==> src/rtl/pipeline_hazard_controller.sv <==
// Stall/flush sequencer for the 5-stage pipeline: load-use bubbles, data-memory
// wait freezes and taken-branch flushes, with a memory watchdog and stall counter.
module pipeline_hazard_controller #(
    parameter int unsigned REG_ADDR_W     = 4,
    parameter int unsigned BRANCH_PENALTY = 2,
    parameter int unsigned MEM_TIMEOUT    = 64
) (
    input  logic                  clk,
    input  logic                  rst,
    input  logic [REG_ADDR_W-1:0] id_rs1,
    input  logic [REG_ADDR_W-1:0] id_rs2,
    input  logic                  id_use_rs1,
    input  logic                  id_use_rs2,
    input  logic                  ex_mem_read,
    input  logic [REG_ADDR_W-1:0] ex_rd,
    input  logic                  mem_req,
    input  logic                  mem_ready,
    input  logic                  branch_taken,
    output logic                  pc_en,
    output logic                  ifid_en,
    output logic                  ifid_flush,
    output logic                  idex_en,
    output logic                  idex_flush,
    output logic                  exmem_en,
    output logic                  memwb_flush,
    output logic                  mem_error,
    output logic [15:0]           stall_cycles
);

    localparam int unsigned BR_W    = (BRANCH_PENALTY > 2) ? $clog2(BRANCH_PENALTY) : 1;
    localparam int unsigned TMO_W   = $clog2(MEM_TIMEOUT + 1);
    localparam int unsigned STALL_W = 16;

    typedef enum logic [1:0] {
        S_RUN      = 2'd0,
        S_MEM_WAIT = 2'd1,
        S_BR_FLUSH = 2'd2
    } state_t;

    state_t             state, state_next;
    logic [BR_W-1:0]    br_cnt, br_next;
    logic [TMO_W-1:0]   tmo_cnt, tmo_next;
    logic               err_set;
    logic               mem_stall;
    logic               load_use;

    assign mem_stall = mem_req & ~mem_ready;
    assign load_use  = ex_mem_read & (ex_rd != '0) &
                       ((id_use_rs1 & (id_rs1 == ex_rd)) |
                        (id_use_rs2 & (id_rs2 == ex_rd)));

    // Next-state and control decode
    always_comb begin
        state_next  = state;
        br_next     = br_cnt;
        tmo_next    = tmo_cnt;
        err_set     = 1'b0;
        pc_en       = 1'b1;
        ifid_en     = 1'b1;
        ifid_flush  = 1'b0;
        idex_en     = 1'b1;
        idex_flush  = 1'b0;
        exmem_en    = 1'b1;
        memwb_flush = 1'b0;

        case (state)
            S_RUN: begin
                if (mem_stall) begin
                    pc_en       = 1'b0;
                    ifid_en     = 1'b0;
                    idex_en     = 1'b0;
                    exmem_en    = 1'b0;
                    memwb_flush = 1'b1;
                    state_next  = S_MEM_WAIT;
                    tmo_next    = TMO_W'(1);
                end else if (branch_taken) begin
                    ifid_flush = 1'b1;
                    idex_flush = 1'b1;
                    if (BRANCH_PENALTY > 1) begin
                        state_next = S_BR_FLUSH;
                        br_next    = BR_W'(BRANCH_PENALTY - 1);
                    end
                end else if (load_use) begin
                    pc_en      = 1'b0;
                    ifid_en    = 1'b0;
                    idex_flush = 1'b1;
                end
            end
            S_MEM_WAIT: begin
                if (!mem_ready) begin
                    pc_en       = 1'b0;
                    ifid_en     = 1'b0;
                    idex_en     = 1'b0;
                    exmem_en    = 1'b0;
                    memwb_flush = 1'b1;
                    if (tmo_cnt < TMO_W'(MEM_TIMEOUT)) begin
                        tmo_next = tmo_cnt + TMO_W'(1);
                    end
                    err_set = (tmo_next == TMO_W'(MEM_TIMEOUT));
                end else begin
                    state_next = S_RUN;
                    tmo_next   = '0;
                end
            end
            S_BR_FLUSH: begin
                if (mem_stall) begin
                    // Freeze without flushing; the remaining penalty is kept
                    pc_en       = 1'b0;
                    ifid_en     = 1'b0;
                    idex_en     = 1'b0;
                    exmem_en    = 1'b0;
                    memwb_flush = 1'b1;
                end else begin
                    ifid_flush = 1'b1;
                    idex_flush = 1'b1;
                    br_next    = br_cnt - BR_W'(1);
                    if (br_cnt <= BR_W'(1)) begin
                        state_next = S_RUN;
                        br_next    = '0;
                    end
                end
            end
            default: begin
                state_next = S_RUN;
            end
        endcase

        if (rst) begin
            pc_en       = 1'b0;
            ifid_en     = 1'b0;
            ifid_flush  = 1'b0;
            idex_en     = 1'b0;
            idex_flush  = 1'b0;
            exmem_en    = 1'b0;
            memwb_flush = 1'b0;
        end
    end

    // State, counters and sticky error
    always_ff @(posedge clk or posedge rst) begin
        if (rst) begin
            state        <= S_RUN;
            br_cnt       <= '0;
            tmo_cnt      <= '0;
            mem_error    <= 1'b0;
            stall_cycles <= '0;
        end else begin
            state   <= state_next;
            br_cnt  <= br_next;
            tmo_cnt <= tmo_next;
            if (err_set) begin
                mem_error <= 1'b1;
            end
            if (!pc_en && (stall_cycles != '1)) begin
                stall_cycles <= stall_cycles + STALL_W'(1);
            end
        end
    end

endmodule

==> config.mk <==
export PLATFORM = sky130hd
export DESIGN_NAME = pipeline_hazard_controller
export DESIGN_NICKNAME = d
export VERILOG_FILES = /design/src/rtl/pipeline_hazard_controller.sv
export SDC_FILE = /design/constraint.sdc
export NUM_CORES = 1
export LEC_CHECK = 0
export CORE_ASPECT_RATIO = 0.9
export CORE_MARGIN = 2
export CORE_UTILIZATION = 38
export DETAILED_ROUTE_END_ITERATION = 10
export PLACE_DENSITY_LB_ADDON = 0.15
export SYNTH_ARGS = -nofsm -noshare
export SYNTH_HDL_FRONTEND = slang
export SYNTH_SLANG_ARGS = --single-unit
==> constraint.sdc <==
create_clock -name clk -period 1.85 [get_ports clk]
set_input_delay 0.185 -clock clk [delete_from_list [all_inputs] [get_ports clk]]
set_output_delay 0.185 -clock clk [all_outputs]
set_load 0.02 [all_outputs]
==> flow_metrics.tcl <==
set metrics [dict create \
    status "complete, no violations" \
    final_antenna_net_count 0 \
    coreArea_mm2 0.00437 \
    slew_headroom 0.744 \
    final_hold_viol_count 0 \
    antennaDiodeCount 0 \
    place_inst 291 \
    via_per_inst 5.11 \
    crit_end "ifid_en" \
    setup_viol 0 \
    cts_tree "built" \
    root_buffer "clkbuf_8" \
    multi_input_area_mm2 0.00115 \
    grt_antenna_before_repair 0 \
    min_from "mem_error" \
    io_buffers 43 \
    timing.rr.start "state[1]" \
    stdcell_count 300 \
    synth-seq-area-share 0.382 \
    path_buf_inv 2 \
    yosys-top-cells-area "dfrtp_1 (38%), xor2_1 (9.8%), a211oi_2 (5.9%), a2111oi_2 (4.4%), nand2_1 (2.9%)" \
    hpwl_um 3230 \
    cts.clk_slew.worst_paths_ns 0.09 \
    htree_levels 1 \
    ctsLongestPathBuffers 2 \
    yosysTopAreaCellShare 0.382 \
    setup_tns_ns 0 \
    layout_min_cycle_time_ns 1.79 \
    drive_above_1_share 0.340 \
    synth_edf_count 0 \
    globalRouteOverflowTotal 0 \
    critPathKind "in -> out" \
    fin_skew_ns 0.00277 \
    end_kind "output pin" \
    final_nets 261 \
    synth.distinct_cells 43 \
    io_pins 44 \
    vias 1532 \
    die_w_um 74.6 \
    cp.arrival_ns 1.60 \
    rr_worst_depth 6 \
    power_leakage_nw 1.08 \
    grt_pass1_vias 1594 \
    post-route-drc-count 0 \
    syn_area_mm2 0.00170 \
    num_rows 23 \
    place_congestion 0.856 \
    startpoint "ex_rd[3]" \
    r2r-end "stall_cycles[9]" \
    dpl_cell_area_mm2 0.00239 \
    crit_family "compound AO/OA/AOI/OAI gates" \
    reg2reg_slack_ns 0.07 \
    drtPass1Iterations 4 \
    fin_crit_sh 0.967 \
    cts_made_buffers 3 \
    cpPeakStageDelay_ns 0.44 \
    start_util 0.390 \
    die_h_um 67.5 \
    required_ns 1.66 \
    clk_latency_ns 0.27 \
    pwr_density_cell_mw_per_mm2 1120 \
    synth_nets 187 \
    grt_usage 0.183 \
    p_total_mw 2.99 \
    netlist_instances 165 \
    critPathLaunchType "input port" \
    wire_per_inst_um 14.2 \
    ys.flop_type "dfrtp_1" \
    path_max_fanout 3 \
    dieArea_mm2 0.00504 \
    area_growth_pct 56.9 \
    cp.depth 7 \
    fmax_mhz 559 \
    ys_seq_elements 26 \
    fin_area_mm2 0.00267 \
    grt_start_max_net_pins 27 \
    wl_um 4270 \
    regArea_um2 652 \
    first_iter_violations 106 \
    crit_chain "dlygate4sd2_1, o41a_1, nand3_2, nor4_4, o21ai_4, and2_4, buf_4" \
    syn_avg_cell_area_um2 10.3 \
    num-fill-cells 393 \
    tightest_slew_ns 0.383 \
    grt_pass1_wl_um 7110 \
    clock_sinks 26 \
    finalMaxSlewViolations 0 \
    post-synth-top-area-cell "dfrtp_1" \
    yosysWarningCount 0 \
    worst_hold_slack_ns 0.482 \
    peakVddDrop_mv 0.650 \
    cp_slowest_cell "o41a_1" \
    synthArstFlopShare 1.00 \
    rsz0062_at_grt "no" \
    hp-class "reg -> reg" \
    drv_cap 0 \
]
==> cells in the mapped netlist (3+ instances only) <==
master and count:
nand3_1 9, xnor2_1 5, and2_1 3, o21a_1 3, o31ai_1 3, xor2_1 19, and3_1 3, o21ai_0 7
nor2_1 11, a211oi_2 8, buf_2 4, a2111oi_2 5, nand2_1 13, a21oi_1 6, nor3_1 3, nand4_1 3
dfrtp_1 26
==> registers in the layout (all words and copies together) (netlist names) <==
register and cells:
mem_error 1, stall_cycles 16, state 2, tmo_cnt 7
==> per-stage QoR <==
step	setup slack [ns]	utilization
5_1_grt	0.00207	0.611
6_report	0.0610	0.611
3_5_place_dp	-0.626	0.547
2_1_floorplan	-0.00735	-
3_3_place_gp	-0.582	0.547
4_1_cts	-0.0347	0.595
==> cell type report <==
class | instances | area share
Multi-Input combinational cell | 129 | 0.432
Tap cell | 62 | 0.0290
Clock inverter | 1 | 0.0112
Clock buffer | 3 | 0.0154
Inverter | 2 | 0.00281
Timing Repair Buffer | 77 | 0.266
Sequential cell | 26 | 0.244
==> placed cells by master, fill, tap and decap left out, types with 3 or more instances in the layout <==
cell	netlist	layout
clkdlybuf4s50_1	0	27
dfrtp_1	26	25
buf_4	2	25
xor2_1	19	16
nand2_1	13	13
nor2_1	11	11
buf_6	0	9
nand3_1	9	7
o21ai_0	7	7
dlygate4sd2_1	0	7
a211oi_2	8	6
a2111oi_4	0	5
xnor2_1	5	4
a21oi_1	6	4
buf_2	4	4
xor2_2	0	3
o21a_1	3	3
and3_1	3	3
nand4_1	3	3
o31ai_1	3	3
clkbuf_8	0	3
==> routing by layer <==
metal  vias up  GRT usage  wire length, um
li1        747          -                -
met1       741      0.236             1920
met2        38      0.315             2140
met3         6     0.0313              159
met4         0     0.0513               51
met5         -          0                0
==> logic make-up (layout without fill, tap and decap cells) <==
kind of cell | after synthesis | after routing | share of synthesized area
XOR/XNOR | 24 | 24 | 0.123
AND/OR/NAND/NOR | 58 | 58 | 0.204
flip-flops | 26 | 26 | 0.382
AO/OA/AOI/OAI | 44 | 44 | 0.233
adder cells (fa/ha/maj) | 2 | 2 | 0.0147
multiplexers | 1 | 1 | 0.00661
buffers and inverters | 10 | 83 | 0.0360
==> power breakdown <==
part	switching (mW)	leakage [nW]	total (mW)	internal, mW
combinational	0.786	0.740	1.56	0.770
sequential	0.191	0.307	0.949	0.758
clock	0.192	0.0357	0.482	0.290
total	1.17	1.08	2.99	1.82
==> worst reg2reg max path, stage by stage, from the launching register on <==
cell       delay [ns]
dfrtp_1          0.44
o21a_1           0.24
a211oi_4         0.20
o21ai_4          0.12
buf_12           0.16
a2111oi_4        0.36
xor2_1           0.18
==> worst min path at each step <==
stage	endpoint	slack, ns	depth (start not counted)
after floorplan	mem_error	0.23	1
after global placement	mem_error	0.46	1
after detailed placement	mem_error	0.46	1
after CTS	mem_error	0.48	1
after global routing	mem_error	0.51	1
final	mem_error	0.48	1
==> what timing repair did <==
action | CTS | global route
hold buffers | 0 | 0
buffers inserted | 5 | 0
setup endpoints to repair | 23 | 23
pin swaps | 16 | 18
gates cloned | 1 | 0
resized for setup | 46 | 26
(Power assumes the default switching activity.)
